[src/rtl/serial_mag_compare_pkg.sv]
// Shared definitions for the serial magnitude comparator.
//   state_t : controller states (IDLE, RUN, DONE)
//   EQ_INIT : cascade "equal so far" value loaded at the start of a compare
//   GT_INIT : cascade "greater so far" value loaded at the start of a compare
package serial_mag_compare_pkg;

  typedef enum logic [1:0] {
    ST_IDLE = 2'd0,
    ST_RUN  = 2'd1,
    ST_DONE = 2'd2
  } state_t;

  localparam logic EQ_INIT = 1'b1;
  localparam logic GT_INIT = 1'b0;

endpackage

[src/rtl/serial_mag_compare_twobit.sv]
// Combinational two-bit cascade comparator slice.
//   eq_in, gt_in : cascade state from the more significant digits
//   a, b         : current 2-bit digit pair
//   eq_out       : all digits so far are equal
//   gt_out       : A is greater considering all digits so far
module twobit (
  input  logic       eq_in,
  input  logic       gt_in,
  input  logic [1:0] a,
  input  logic [1:0] b,
  output logic       eq_out,
  output logic       gt_out
);

  // Once a more significant digit has decided the result, the lower
  // digits are ignored and the decision is passed through.
  assign eq_out = eq_in & ~gt_in & (a == b);
  assign gt_out = (eq_in & ~gt_in & (a > b)) | (~eq_in & gt_in);

endmodule

[src/rtl/serial_mag_compare.sv]
// Multi-cycle unsigned magnitude comparator, one 2-bit digit per clock,
// most significant digit first, through a single shared cascade slice.
//   clk   : clock, all updates on the rising edge
//   rst   : synchronous active-high reset
//   start : request a compare, accepted only when idle
//   a, b  : operands, captured on an accepted start
//   busy  : high while a compare is running or completing
//   done  : one-cycle pulse, result flags valid
//   eq/gt/lt : registered result, held until the next accepted start
module serial_mag_compare
  import serial_mag_compare_pkg::*;
#(
  parameter int WIDTH      = 8,
  parameter int EARLY_EXIT = 0
) (
  input  logic             clk,
  input  logic             rst,
  input  logic             start,
  input  logic [WIDTH-1:0] a,
  input  logic [WIDTH-1:0] b,
  output logic             busy,
  output logic             done,
  output logic             eq,
  output logic             gt,
  output logic             lt
);

  localparam int N     = WIDTH / 2;
  localparam int IDX_W = (N > 1) ? $clog2(N) : 1;

  state_t           state, state_nxt;
  logic [WIDTH-1:0] a_reg, b_reg;
  logic [IDX_W-1:0] idx;
  logic             eq_c, gt_c;
  logic [1:0]       a_dig, b_dig;
  logic             eq_nxt, gt_nxt;
  logic             last_digit;

  // Digit mux: select the pair addressed by idx.
  always_comb begin
    a_dig = '0;
    b_dig = '0;
    for (int unsigned i = 0; i < N; i++) begin
      if (idx == IDX_W'(i)) begin
        a_dig = a_reg[2*i +: 2];
        b_dig = b_reg[2*i +: 2];
      end
    end
  end

  twobit u_slice (
    .eq_in  (eq_c),
    .gt_in  (gt_c),
    .a      (a_dig),
    .b      (b_dig),
    .eq_out (eq_nxt),
    .gt_out (gt_nxt)
  );

  assign last_digit = (idx == '0) || ((EARLY_EXIT != 0) && !eq_nxt);

  always_comb begin
    state_nxt = state;
    case (state)
      ST_IDLE: if (start)      state_nxt = ST_RUN;
      ST_RUN:  if (last_digit) state_nxt = ST_DONE;
      ST_DONE:                 state_nxt = ST_IDLE;
      default:                 state_nxt = ST_IDLE;
    endcase
  end

  always_ff @(posedge clk) begin
    if (rst) state <= ST_IDLE;
    else     state <= state_nxt;
  end

  always_ff @(posedge clk) begin
    if (rst) begin
      a_reg <= '0;
      b_reg <= '0;
      idx   <= '0;
      eq_c  <= '0;
      gt_c  <= '0;
      eq    <= 1'b0;
      gt    <= 1'b0;
      lt    <= 1'b0;
    end else begin
      case (state)
        ST_IDLE: begin
          if (start) begin
            a_reg <= a;
            b_reg <= b;
            idx   <= IDX_W'(N - 1);
            eq_c  <= EQ_INIT;
            gt_c  <= GT_INIT;
            eq    <= 1'b0;
            gt    <= 1'b0;
            lt    <= 1'b0;
          end
        end
        ST_RUN: begin
          eq_c <= eq_nxt;
          gt_c <= gt_nxt;
          if (idx != '0) idx <= idx - IDX_W'(1);
          if (last_digit) begin
            eq <= eq_nxt;
            gt <= gt_nxt;
            lt <= ~eq_nxt & ~gt_nxt;
          end
        end
        default: ;
      endcase
    end
  end

  assign busy = (state != ST_IDLE);
  assign done = (state == ST_DONE);

endmodule

[config.mk]
export PLATFORM = sky130hd
export DESIGN_NAME = serial_mag_compare
export DESIGN_NICKNAME = d
export VERILOG_FILES = /design/src/rtl/serial_mag_compare_pkg.sv /design/src/rtl/serial_mag_compare_twobit.sv /design/src/rtl/serial_mag_compare.sv
export SDC_FILE = /design/constraint.sdc
export NUM_CORES = 1
export LEC_CHECK = 0
export ABC_AREA = 1
export ABC_CLOCK_PERIOD_IN_PS = 4200
export CAP_MARGIN = 0
export CELL_PAD_IN_SITES_DETAIL_PLACEMENT = 0
export CELL_PAD_IN_SITES_GLOBAL_PLACEMENT = 1
export CORE_ASPECT_RATIO = 1.5
export CORE_MARGIN = 2
export CORE_UTILIZATION = 38
export DETAILED_ROUTE_END_ITERATION = 6
export PLACE_DENSITY = 0.91
export RECOVER_POWER = 50
export SLEW_MARGIN = 10
export SYNTH_ARGS = -nofsm -noshare
export SYNTH_HDL_FRONTEND = slang
export SYNTH_SLANG_ARGS = --single-unit
[constraint.sdc]
create_clock -name clk -period 4.2 [get_ports clk]
set_clock_uncertainty 0.1 [all_clocks]
set_input_delay 0.42 -clock clk [delete_from_list [all_inputs] [get_ports clk]]
set_output_delay 0.42 -clock clk [all_outputs]
set_load 0.005 [all_outputs]
# == Word-level counts from Yosys, hierarchy flattened ==
# Index checks and enable logic that the tools add are counted.
# word_totals
reg_bits,25
latch_bits,0
mem_bits_rw,0
rom_bits,0
input_bits,19
n_memories,0
# op_classes
add_sub_neg,1
n_mul,0
n_div,0
n_lt_le_gt_ge,1
eq_ne,9
n_shift,0
muxes,24
bitwise,10
n_reduce_logical,10
# ops
operator,count
2-bit two-way mux,12
1-bit case mux with 2 select lines,5
2-bit case mux with 2 select lines,2
2-bit == test (second input constant),3
2-bit != test (second input constant),3
2-bit AND reduction,3
3-bit AND reduction,2
2-bit nonzero test,3
1-bit AND,5
1-bit two-way mux,5
2-bit by 1-bit == test with 1-bit output (second input constant),2
2-bit logical NOT,2
1-bit NOT,4
2-bit == test,1
2-bit greater-than comparator,1
2-bit by 1-bit subtractor with 2-bit output (second input constant),1
1-bit bitwise OR,1

# == Depth between registers and ports, before layout ==
# logic_depth
ltp_word,12
ltp_mapped,15
depth_no_buf,15

# == Cells and area by module ==
# From an unflattened synthesis, not the netlist that was laid out.
# hier_totals
cells_unflattened,184
area_unflattened_um2,1285.0
# modules_own_cells
mod,instances,cells_per_inst,area_per_inst_um2,seq_area_each_um2
serial_mag_compare,1,167,1201.2,500.5
twobit,1,17,83.8,0.0

# == Worst setup path before layout ==
# No wires, ideal clock.
# synth_timing
kind,register to register
start,reg idx[0]
end,reg gt
setup_ns,0.070
arrival_ns,1.797
required_ns,4.030
setup_slack_ns,2.234
stages_incl_launch_ff,16
path_buffers,0
path_cell_list,dfxtp_1 inv_1 ha_1 nand2_1 o21ai_0 o21ai_0 nand2_1 o21ai_0 ha_1 nand2_1 inv_1 nor2_1 nand2_1 nand2_1 nand2_1 a21oi_1
# synth_between
elab_chain_len,10
# synth_rtl
item,line_no,source
"start, declared",serial_mag_compare.sv:33,logic [IDX_W-1:0] idx;
"start signal, assigned",serial_mag_compare.sv:93,idx <= IDX_W'(N - 1);
"start signal, assigned",serial_mag_compare.sv:104,if (idx != '0) idx <= idx - IDX_W'(1);
2-bit logical NOT,"serial_mag_compare.sv:44, serial_mag_compare.sv:60",
2-bit two-way mux (4 in a row),serial_mag_compare.sv:44,if (idx == IDX_W'(i)) begin
2-bit greater-than comparator,serial_mag_compare_twobit.sv:18,assign gt_out = (eq_in & ~gt_in & (a > b)) | (~eq_in & gt_in);
1-bit AND,serial_mag_compare_twobit.sv:18,
1-bit bitwise OR,serial_mag_compare_twobit.sv:18,
1-bit two-way mux,serial_mag_compare.sv:105,if (last_digit) begin
1-bit case mux with 2 select lines,serial_mag_compare.sv:88,case (state)
"end signal, assigned",serial_mag_compare.sv:107,gt <= gt_nxt;
"end, declared",serial_mag_compare.sv:24,"output logic gt,"
# Parallel ways exist; a longest one is shown, timed or not. The select of a mux whose other input is x is not followed.
# A chain may end at the register's enable or synchronous reset.

# == Final worst setup path ==
# layout_timing
start,in start
end,reg gt_c
# layout_between
elab_chain_len,2
# layout_rtl
item,line_no,source
"start, declared",serial_mag_compare.sv:18,"input logic start,"
2-bit != test (no source line),n/a,
2-bit AND reduction (no source line),n/a,
"end signal, assigned",serial_mag_compare.sv:103,gt_c <= gt_nxt;
"end, declared",serial_mag_compare.sv:34,"logic eq_c, gt_c;"
# Every way passes these cells.

==> impl_metrics.env <==
export IMPL_dp_hpwl_mm=1.96
export IMPL_rrSetupSlack_ns=1.83
export IMPL_htree_levels=1
export IMPL_hp_class="register to register"
export IMPL_final_common_cell="nor2_1"
export IMPL_grt_pass1_vias=1131
export IMPL_ys_ff_latch=25
export IMPL_cellPowerDensity_nw_per_um2=385
export IMPL_vdd_drop_max_mv=0.217
export IMPL_hold_viol=0
export IMPL_drt_first_pass_iters=5
export IMPL_setup_tns_ns=0
export IMPL_setup_violations=0
export IMPL_p_clk_share_pct=24.4
export IMPL_syn_nets=188
export IMPL_wl_met2_mm=1.41
export IMPL_cts_tree="yes"
export IMPL_min_period_ns=2.57
export IMPL_status="complete, no violations"
export IMPL_power_switching_mw=0.168
export IMPL_r2r_end="gt_c"
export IMPL_start_kind="input pin"
export IMPL_synth_top_area_share_pct=42.0
export IMPL_cp_arrival_ns=2.67
export IMPL_finalCritPeriodShare_pct=61.3
export IMPL_drt_iter0_drc=10
export IMPL_p_int_mw=0.393
export IMPL_clkSinkCount=25
export IMPL_final_max_slew_viol_count=0
export IMPL_post_dp_cell_area_sq_um=1440
export IMPL_cts_buffers=3
export IMPL_critPathMaxStageDelay_ns=0.74
export IMPL_pwr_share_seq_pct=49.3
export IMPL_grt_antenna_before_repair=0
export IMPL_chipWidth_um=49.7
export IMPL_path_clk_slew_ns=0.08
export IMPL_dieArea_sq_um=3610
export IMPL_root_buffer="clkbuf_8"
export IMPL_routed_via_density=4.83
export IMPL_syn_inst=163
export IMPL_ys_seq_area_share_pct=42.0
export IMPL_cp_cell_sequence="dlygate4sd3_1, nand3_1, clkinvlp_2, nor2_2, nand2_1, a21oi_1"
export IMPL_p_comb_share_pct=26.3
export IMPL_leakage_nw=0.621
export IMPL_maxCapViolations=0
export IMPL_worstPathRequired_ns=4.30
export IMPL_netlist_cell_type_count=22
export IMPL_yosys_warnings=0
export IMPL_swShare_pct=29.9
export IMPL_num_rows=24
export IMPL_final_cell_mix="42 x nor2_1, 28 x o21ai_0, 25 x dfxtp_1"
export IMPL_grtUsageTotal_pct=16.3
export IMPL_rr_worst_depth=6
export IMPL_reg2reg_from="state[0]"
export IMPL_cts_buffer_depth=2
export IMPL_wl_met3_um=88
export IMPL_grt_overflow_total=0
export IMPL_grt_start_max_net_pins=23
export IMPL_finalPower_mw=0.561
export IMPL_ios=24
export IMPL_drc=0
export IMPL_final_antenna_net_count=0
export IMPL_wl_per_cell_um=11.7
export IMPL_vias=1086
export IMPL_wl_met1_mm=1.08
export IMPL_initial_utilization_pct=40.5
export IMPL_gp_congestion=0.875
export IMPL_area_growth_pct=22.5
export IMPL_whs_endpoint="eq_c"
export IMPL_max_freq_ghz=0.388
export IMPL_yosysTopAreaCell="dfxtp_1"
export IMPL_cp_slowest_cell="clkinvlp_2"
export IMPL_antenna_cells=0
export IMPL_syn_area_sq_um=1190
export IMPL_cts_resized=0
export IMPL_drt_total_wl_mm=2.63
export IMPL_min_path_cells=2
export IMPL_holdCritStartpoint="eq_c"
export IMPL_fp_dieH_um=72.6
export IMPL_synth_top_cells_by_area="dfxtp_1 42%, nor2_1 13%, o21ai_0 11%"
export IMPL_worstMarginPinSlew_ns=0.696
export IMPL_port_buffers=23
export IMPL_syn_avg_cell_area_sq_um=7.31
export IMPL_routed_top_layer="met4"
export IMPL_nNetsFinal=212
export IMPL_drive_above_1_share_pct=4.84
export IMPL_hold_buffers=0
export IMPL_crit_fanout=19
export IMPL_worstSetupPathType="input pin to register"
export IMPL_grt_setup_unrepaired="false"
export IMPL_clk_latency_ns=0.26
export IMPL_core_area_sq_um=2940
export IMPL_end_kind="register"
export IMPL_fillers=326
export IMPL_grt_pass1_wl_mm=4.65
export IMPL_final_area_sq_um=1460
export IMPL_relSlewSlack_pct=53.5
export IMPL_post_cts_buffers=0
worst max-delay path by stage:
| stage | from | endpoint | cells after the start |
|---|---|---|---|
| after global placement | idx[0] | gt | 15 |
| final | start | gt_c | 6 |
| after CTS | idx[0] | gt_c | 15 |
| after global routing | start | gt_c | 6 |
| after floorplan | idx[0] | gt | 15 |
| after detailed placement | idx[0] | gt_c | 15 |
worst max-delay path, delay by kind of cell:
kind / cells / cell delay (ns)
AO/OA/AOI/OAI: 1 / 0.14
buffers and inverters: 2 / 1.28
AND/OR/NAND/NOR: 3 / 0.82
through the flow:
step	hold WS [ns]	util, %	cells	worst slack, ns
floorplan	0.343	-	163	2.23
global placement	0.361	48.8	221	2.05
detailed placement	0.367	48.8	221	2.02
CTS	0.380	50.3	225	1.94
global route	0.417	49.6	225	1.35
finish	0.380	49.6	225	1.63
power by group through the flow:
stage               clock (mW)  combinational (mW)  sequential [mW]
finish                   0.137               0.147            0.277
global route             0.151               0.171            0.280
CTS                      0.142               0.155            0.277
detailed placement           0               0.152            0.283
global placement             0               0.148            0.282
floorplan                    0               0.109            0.278
cells by family after synthesis:
logic type,count (synthesis),share of synthesized area (%)
and+or+nand+nor,71,25.6
AOI/OAI and AO/OA,43,18.4
adders and majority gates,6,6.30
DFF,25,42.0
buffers and inverters,18,7.67
area by class of cell:
| cell class | instances | area, sq um | share of cell area, % |
|---|---|---|---|
| Clock buffer | 4 | 45.0 | 3.09 |
| Inverter | 14 | 53.8 | 3.69 |
| Multi-Input combinational cell | 120 | 581 | 39.8 |
| Sequential cell | 25 | 500 | 34.3 |
| Tap cell | 39 | 48.8 | 3.34 |
| Timing Repair Buffer | 23 | 230 | 15.8 |
per-layer routing:
layer	global-route usage, %	vias up
li1	-	570
met1	17.4	489
met2	31.3	23
met3	2.05	4
met4	7.41	0
met5	0	-
cell usage after synthesis, drive strengths merged:
library cell and n:
a21oi 12, and2 1, buf 3, clkbuf 1
dfxtp 25, ha 6, inv 14, nand2 23
nand3 3, nor2 44, o21ai 31
No activity file was read; power rests on OpenSTA's default activity.
